==> src/rtl/codeword_latency_meter_pkg.sv <==
// Shared constants and FSM encoding for codeword_latency_meter.
`ifndef CODEWORD_LATENCY_METER_PKG_SV
`define CODEWORD_LATENCY_METER_PKG_SV
package codeword_latency_meter_pkg;

    localparam int unsigned DEF_CNT_LEN = 10;
    localparam int unsigned DEF_CLK_CNT = 1023;
    localparam int unsigned DEF_LAT_LEN = 20;
    localparam int unsigned DEF_DEPTH   = 4;
    localparam int unsigned DEF_PTR_LEN = 2;

    typedef enum logic [1:0] {
        IDLE  = 2'd0,
        RUN   = 2'd1,
        FAULT = 2'd2
    } meter_state_e;

endpackage
`endif

==> src/rtl/codeword_latency_meter_latency_stamp_fifo.sv <==
// Synchronous DEPTH x LAT_LEN stamp FIFO; head is read combinationally,
// and push+pop in the same cycle is accepted even when full.
module latency_stamp_fifo
    import codeword_latency_meter_pkg::*;
#(
    parameter int unsigned LAT_LEN = DEF_LAT_LEN,
    parameter int unsigned DEPTH   = DEF_DEPTH,
    parameter int unsigned PTR_LEN = DEF_PTR_LEN
) (
    input  logic               clk,
    input  logic               srst,
    input  logic               clr,
    input  logic               push,
    input  logic               pop,
    input  logic [LAT_LEN-1:0] din,
    output logic [LAT_LEN-1:0] dout,
    output logic               full,
    output logic               empty,
    output logic [PTR_LEN:0]   count
);

    logic [LAT_LEN-1:0] mem [DEPTH];
    logic [PTR_LEN-1:0] wr_ptr;
    logic [PTR_LEN-1:0] rd_ptr;
    logic [PTR_LEN:0]   cnt_q;
    logic               do_push;
    logic               do_pop;

    assign full    = (cnt_q == (PTR_LEN+1)'(DEPTH));
    assign empty   = (cnt_q == '0);
    assign count   = cnt_q;
    assign dout    = mem[rd_ptr];
    assign do_pop  = pop && !empty;
    assign do_push = push && (!full || do_pop);

    // Pointer and occupancy bookkeeping.
    always_ff @(posedge clk) begin
        if (srst || clr) begin
            wr_ptr <= '0;
            rd_ptr <= '0;
            cnt_q  <= '0;
        end else begin
            if (do_push) wr_ptr <= wr_ptr + PTR_LEN'(1);
            if (do_pop)  rd_ptr <= rd_ptr + PTR_LEN'(1);
            cnt_q <= cnt_q + (PTR_LEN+1)'(do_push) - (PTR_LEN+1)'(do_pop);
        end
    end

    // Storage array, no reset needed since occupancy gates every read.
    always_ff @(posedge clk) begin
        if (do_push && !srst && !clr) mem[wr_ptr] <= din;
    end

endmodule

==> src/rtl/codeword_latency_meter.sv <==
// Per-codeword decode latency meter for the BCH decoder test harness.
// Optional min/max tracking is built only when LAT_MINMAX_EN is defined;
// otherwise out_lat_min/out_lat_max are tied to zero.
module codeword_latency_meter
    import codeword_latency_meter_pkg::*;
#(
    parameter int unsigned        CNT_LEN = DEF_CNT_LEN,
    parameter logic [CNT_LEN-1:0] CLK_CNT = CNT_LEN'(DEF_CLK_CNT),
    parameter int unsigned        LAT_LEN = DEF_LAT_LEN,
    parameter int unsigned        DEPTH   = DEF_DEPTH,
    parameter int unsigned        PTR_LEN = DEF_PTR_LEN
) (
    input  logic               clk,
    input  logic               in_Srst,
    input  logic               in_en,
    input  logic               in_clr,
    input  logic [CNT_LEN-1:0] in_clk_cnt,
    input  logic [CNT_LEN-1:0] in_clk_cycle,
    input  logic               in_start,
    input  logic               in_done,
    output logic               out_lat_valid,
    output logic [LAT_LEN-1:0] out_latency,
    output logic [LAT_LEN-1:0] out_lat_min,
    output logic [LAT_LEN-1:0] out_lat_max,
    output logic [PTR_LEN:0]   out_inflight,
    output logic               out_ovf,
    output logic               out_udf,
    output logic               out_fault
);

    meter_state_e       state;
    logic [LAT_LEN-1:0] stamp_c;
    logic [LAT_LEN-1:0] lat_c;
    logic [LAT_LEN-1:0] fifo_head;
    logic               fifo_full;
    logic               fifo_empty;
    logic [PTR_LEN:0]   fifo_count;
    logic               start_ev;
    logic               done_ev;
    logic               push_c;
    logic               pop_c;
    logic               clr_c;
    logic               ovf_c;
    logic               udf_c;

    // Timestamp against the upstream counter; events during counter idle are dropped.
    assign stamp_c  = LAT_LEN'(in_clk_cycle) * LAT_LEN'(CLK_CNT) + LAT_LEN'(in_clk_cnt);
    assign start_ev = in_en && in_start && (in_clk_cnt != '0);
    assign done_ev  = in_en && in_done  && (in_clk_cnt != '0);
    assign lat_c    = stamp_c - fifo_head;

    // Event decode: clear wins, done is judged against existing entries first.
    always_comb begin
        push_c = 1'b0;
        pop_c  = 1'b0;
        clr_c  = 1'b0;
        ovf_c  = 1'b0;
        udf_c  = 1'b0;
        if (in_en) begin
            if (in_clr) begin
                clr_c = 1'b1;
            end else begin
                case (state)
                    IDLE: begin
                        if (done_ev)       udf_c  = 1'b1;
                        else if (start_ev) push_c = 1'b1;
                    end
                    RUN: begin
                        pop_c = done_ev && !fifo_empty;
                        if (start_ev) begin
                            if (fifo_full && !done_ev) ovf_c  = 1'b1;
                            else                       push_c = 1'b1;
                        end
                    end
                    default: ;
                endcase
            end
        end
    end

    latency_stamp_fifo #(
        .LAT_LEN (LAT_LEN),
        .DEPTH   (DEPTH),
        .PTR_LEN (PTR_LEN)
    ) u_fifo (
        .clk   (clk),
        .srst  (in_Srst),
        .clr   (clr_c),
        .push  (push_c),
        .pop   (pop_c),
        .din   (stamp_c),
        .dout  (fifo_head),
        .full  (fifo_full),
        .empty (fifo_empty),
        .count (fifo_count)
    );

    assign out_inflight = fifo_count;

    // Control FSM with registered flags and latency result.
    always_ff @(posedge clk) begin
        if (in_Srst) begin
            state         <= IDLE;
            out_lat_valid <= 1'b0;
            out_latency   <= '0;
            out_ovf       <= 1'b0;
            out_udf       <= 1'b0;
            out_fault     <= 1'b0;
        end else begin
            out_lat_valid <= pop_c;
            if (pop_c) out_latency <= lat_c;
            if (clr_c) begin
                state     <= IDLE;
                out_ovf   <= 1'b0;
                out_udf   <= 1'b0;
                out_fault <= 1'b0;
            end else if (in_en) begin
                case (state)
                    IDLE: begin
                        if (udf_c) begin
                            state     <= FAULT;
                            out_udf   <= 1'b1;
                            out_fault <= 1'b1;
                        end else if (push_c) begin
                            state <= RUN;
                        end
                    end
                    RUN: begin
                        if (ovf_c) begin
                            state     <= FAULT;
                            out_ovf   <= 1'b1;
                            out_fault <= 1'b1;
                        end else if (pop_c && !push_c &&
                                     fifo_count == (PTR_LEN+1)'(1)) begin
                            state <= IDLE;
                        end
                    end
                    FAULT: ;
                    default: state <= IDLE;
                endcase
            end
        end
    end

`ifdef LAT_MINMAX_EN
    logic [LAT_LEN-1:0] lat_min_q;
    logic [LAT_LEN-1:0] lat_max_q;

    // Running extremes, visible together with the latency pulse.
    always_ff @(posedge clk) begin
        if (in_Srst || clr_c) begin
            lat_min_q <= '1;
            lat_max_q <= '0;
        end else if (pop_c) begin
            if (lat_c < lat_min_q) lat_min_q <= lat_c;
            if (lat_c > lat_max_q) lat_max_q <= lat_c;
        end
    end

    assign out_lat_min = lat_min_q;
    assign out_lat_max = lat_max_q;
`else
    assign out_lat_min = '0;
    assign out_lat_max = '0;
`endif

endmodule

==> config.mk <==
export PLATFORM = sky130hd
export DESIGN_NAME = codeword_latency_meter
export DESIGN_NICKNAME = d
export VERILOG_FILES = /design/src/rtl/codeword_latency_meter_pkg.sv /design/src/rtl/codeword_latency_meter_latency_stamp_fifo.sv /design/src/rtl/codeword_latency_meter.sv
export SDC_FILE = /design/constraint.sdc
export NUM_CORES = 1
export LEC_CHECK = 0
export CAP_MARGIN = 15
export CORE_MARGIN = 4
export CORE_UTILIZATION = 35
export DETAILED_ROUTE_END_ITERATION = 8
export PLACE_DENSITY = 0.6
export SETUP_SLACK_MARGIN = 0.15
export SYNTH_ARGS = -nofsm -noshare
export SYNTH_HDL_FRONTEND = slang
export SYNTH_SLANG_ARGS = --single-unit
export TNS_END_PERCENT = 5
==> constraint.sdc <==
create_clock -name clk -period 11.25 [get_ports clk]
set_input_delay 1.125 -clock clk [delete_from_list [all_inputs] [get_ports clk]]
set_output_delay 1.125 -clock clk [all_outputs]
set_load 0.01 [all_outputs]
==> flow_metrics.py <==
metrics = {
    "run_status": {
        "outcome": "complete, no violations",
    },
    "sta": {
        "relative_slew_slack": 0.271,
        "clock-skew-final_ps": 9.80,
        "clock.fmax_mhz": 130,
        "maxSlewViolCount": 0,
        "setup-tns-final_ps": 0,
        "final.period_utilization": 0.683,
        "final_critical_path_setup_slack_ps": 3560,
        "worstMarginPinSlew_ps": 1090,
        "layout_min_cycle_time_ps": 7690,
        "rsz0062_at_grt": "no",
        "finalSetupViolations": 0,
        "finalHoldViolations": 0,
    },
    "critical_path": {
        "timing_worst_setup_path_type": "in -> reg",
        "arrival_ps": 8050,
        "cp_max_fo": 6,
        "worst_setup_path_end_kind": "flip-flop",
        "crit_top_cell": "sky130_fd_sc_hd__inv_1",
        "slowest_stage": "sky130_fd_sc_hd__fa_1",
        "worst_ep_required_ps": 11610,
        "worst_setup_path_start_kind": "primary input",
        "critical_path_s_largest_stage_delay_ps": 640,
    },
    "floorplanning": {
        "die_h_um": 166,
        "count_of_pins_on_the_block_boundary": 93,
        "die_area_mm2": 0.0277,
        "core.rowCount": 57,
        "placeableCoreArea_mm2": 0.0245,
        "floorplan.initialDensity": 0.358,
        "die-width_um": 166,
    },
    "routing": {
        "routed_wl_mm": 17.8,
        "post-route-drc-count": 0,
        "detail_route.wl_per_cell_um": 14.8,
        "dr.first_iter.drc_count": 331,
        "detailroute.wirelength.met3_um": 701,
        "wl_met2_mm": 7.47,
        "postRouteAntennaNets": 0,
        "overall_via_count_from_detail_route": 5692,
        "firstDrtPassIters": 4,
        "wl_met1_mm": 9.47,
        "drt-vias-per-instance": 4.72,
        "top_layer": "met4",
    },
    "global_route": {
        "grt-ovfl-total": 0,
        "grt_max_degree": 32,
        "grt_pass1_wl_mm": 29.8,
        "grt_pass1_vias": 5615,
        "grtUsageTotal": 0.132,
        "number_of_antenna_violations_at_the_first_check_in_global_routing": 0,
    },
    "placement": {
        "place.gp.congestion": 0.815,
        "io_buffer_count": 52,
        "final_hpwl_dp_mm": 14.1,
        "dp_worst_setup_slack_ps": 3160,
    },
    "logic_synthesis": {
        "synth-warning-count": 0,
        "syn_inst": 811,
        "synth_cell_type_count": 71,
        "post_synth_instance_area_mm2": 0.00878,
        "synth-seq-area-share": 0.353,
        "syn_area_per_cell_um2": 10.8,
        "synth.ff_latch_count": 115,
        "ys_dominant_reg_cell": "sky130_fd_sc_hd__edfxtp_1",
        "post_synth_arst_share": 0,
        "synth-edff-count": 80,
    },
    "cts": {
        "number_of_h_tree_branching_levels": 4,
        "clk_lat_worst_skew_ps": 420,
        "cts_tree": "done",
        "clockBufferDepth": 2,
        "clk_pin_slew_worst_paths_ps": 60,
        "post_cts_resized": 0,
        "post_cts_hold_buffer_count": 0,
        "clock-root-buffer": "sky130_fd_sc_hd__clkbuf_16",
        "cts_num_sinks": 115,
        "cts_made_buffers": 17,
        "cts_post_setup_buffers_inserted": 0,
    },
    "job": {
        "maxCapViolations": 0,
    },
    "final_layout": {
        "nNetsFinal": 1034,
        "antenna_cells_inserted": 0,
        "drive_gt1_frac": 0.0748,
        "area_growth_pct": 15.4,
    },
    "min_path": {
        "timing.hold.worst.class": "reg -> reg",
    },
}
[metal layers]
layer,vias to the layer above,track usage
li1,2886,-
met1,2679,0.204
met2,114,0.188
met3,13,0.0264
met4,0,0.0381
met5,-,0
[per-stage QoR]
stage / hold WS, ps / cell area (um2) / instances / util
floorplan: 470 / 8930 / 850 / -
global placement: 435 / 9520 / 1174 / 0.388
detailed placement: 439 / 9520 / 1174 / 0.388
CTS: 448 / 10100 / 1206 / 0.413
global route: 466 / 10100 / 1206 / 0.413
finish: 447 / 10100 / 1206 / 0.413
[layout by cell type, fill, tap and decap left out, types with 5 or more instances in the layout]
cell	n
sky130_fd_sc_hd__a211o_1	5
sky130_fd_sc_hd__a211oi_1	8
sky130_fd_sc_hd__a21o_1	8
sky130_fd_sc_hd__a21oi_1	48
sky130_fd_sc_hd__and2_1	8
sky130_fd_sc_hd__and3_1	14
sky130_fd_sc_hd__clkbuf_16	17
sky130_fd_sc_hd__clkdlybuf4s50_1	52
sky130_fd_sc_hd__conb_1	40
sky130_fd_sc_hd__dfxtp_1	35
sky130_fd_sc_hd__edfxtp_1	80
sky130_fd_sc_hd__fa_1	52
sky130_fd_sc_hd__ha_1	87
sky130_fd_sc_hd__inv_1	124
sky130_fd_sc_hd__mux4_2	20
sky130_fd_sc_hd__nand2_1	41
sky130_fd_sc_hd__nand2b_1	7
sky130_fd_sc_hd__nand3_1	17
sky130_fd_sc_hd__nand4_1	5
sky130_fd_sc_hd__nor2_1	41
sky130_fd_sc_hd__nor2b_1	5
sky130_fd_sc_hd__nor3_1	8
sky130_fd_sc_hd__o21a_1	10
sky130_fd_sc_hd__o21ai_0	19
sky130_fd_sc_hd__xnor2_1	24
sky130_fd_sc_hd__xor2_1	16
[Yosys cell counts, types with 3 or more instances]
library cell               number  area (um2)
sky130_fd_sc_hd__nor2b_1        5        31.3
sky130_fd_sc_hd__and3_1        14        87.6
sky130_fd_sc_hd__inv_1        124         465
sky130_fd_sc_hd__dfxtp_1       35         701
sky130_fd_sc_hd__or3_1          4        25.0
sky130_fd_sc_hd__a2111o_1       3        33.8
sky130_fd_sc_hd__a21oi_1       48         240
sky130_fd_sc_hd__o21a_1        10        75.1
sky130_fd_sc_hd__nand2b_1       7        43.8
sky130_fd_sc_hd__a21o_1         8        60.1
sky130_fd_sc_hd__fa_1          52        1040
sky130_fd_sc_hd__o21bai_1       4        30.0
sky130_fd_sc_hd__clkbuf_1      11        41.3
sky130_fd_sc_hd__a211oi_1       8        60.1
sky130_fd_sc_hd__nor2_1        41         154
sky130_fd_sc_hd__o21ai_0       19        95.1
sky130_fd_sc_hd__o211ai_1       4        30.0
sky130_fd_sc_hd__xor2_1        16         140
sky130_fd_sc_hd__nand4_1        5        31.3
sky130_fd_sc_hd__mux4_2        20         450
sky130_fd_sc_hd__nand2_1       41         154
sky130_fd_sc_hd__xnor2_1       24         210
sky130_fd_sc_hd__buf_1          3        11.3
sky130_fd_sc_hd__a211o_1        5        43.8
sky130_fd_sc_hd__and2_1         8        50.1
sky130_fd_sc_hd__edfxtp_1      80        2400
sky130_fd_sc_hd__nor3_1         8        40.0
sky130_fd_sc_hd__ha_1          87        1090
sky130_fd_sc_hd__nor4_1         4        25.0
sky130_fd_sc_hd__o21ai_1        3        15.0
sky130_fd_sc_hd__buf_4         40         300
sky130_fd_sc_hd__a31oi_1        4        25.0
sky130_fd_sc_hd__nand3_1       17        85.1
[area by class of cell]
| type | count | area (um2) |
|---|---|---|
| fillers | 2352 | 14400 |
| clock inverters | 14 | 186 |
| clock buffers | 18 | 429 |
| multi-input cells | 555 | 4990 |
| repair buffers | 56 | 551 |
| well taps | 324 | 405 |
| flip-flops and latches | 115 | 3100 |
| inverters | 124 | 465 |
[flip-flops by register name, indices dropped and copies added, names as in the netlist, named ones only]
name / cells
u_fifo.rd_ptr: 2
out_latency: 20
state: 2
out_udf: 1
out_fault: 1
u_fifo.mem: 80
u_fifo.count: 3
out_ovf: 1
out_lat_valid: 1
u_fifo.wr_ptr: 2
[logic make-up (layout without fill, tap and decap cells)]
logic type                 Yosys count  count (layout)  share of synthesized area
xor gates and xnor gates            43              43                     0.0469
DFF                                115             115                      0.353
buffers and inverters              180             212                     0.0943
AOI/OAI and AO/OA                  147             147                      0.116
muxes                               22              22                     0.0537
adders and majority gates          139             139                      0.243
other                                1              40                   0.000427
and+or+nand+nor                    164             164                     0.0925
[critical path, delay by kind of cell]
kind | cells | cell delay (ps)
adders and majority gates | 7 | 3230
xor gates and xnor gates | 1 | 160
and+or+nand+nor | 5 | 670
AOI/OAI and AO/OA | 7 | 2010
buffers and inverters | 6 | 870
[worst paths after layout]
path / startpoint / endpoint / slack (ps) / cells past startpoint
max: in_clk_cycle[4] / out_latency[18] / 3560 / 26
min: out_ovf / out_ovf / 450 / 2
max reg2reg: flip-flop / out_latency[16] / 7090 / 13
min reg2reg: out_ovf / out_ovf / 450 / 2
Power is not shown: default switching activity piles up to over one toggle a cycle in this logic, so the estimate is an artifact.
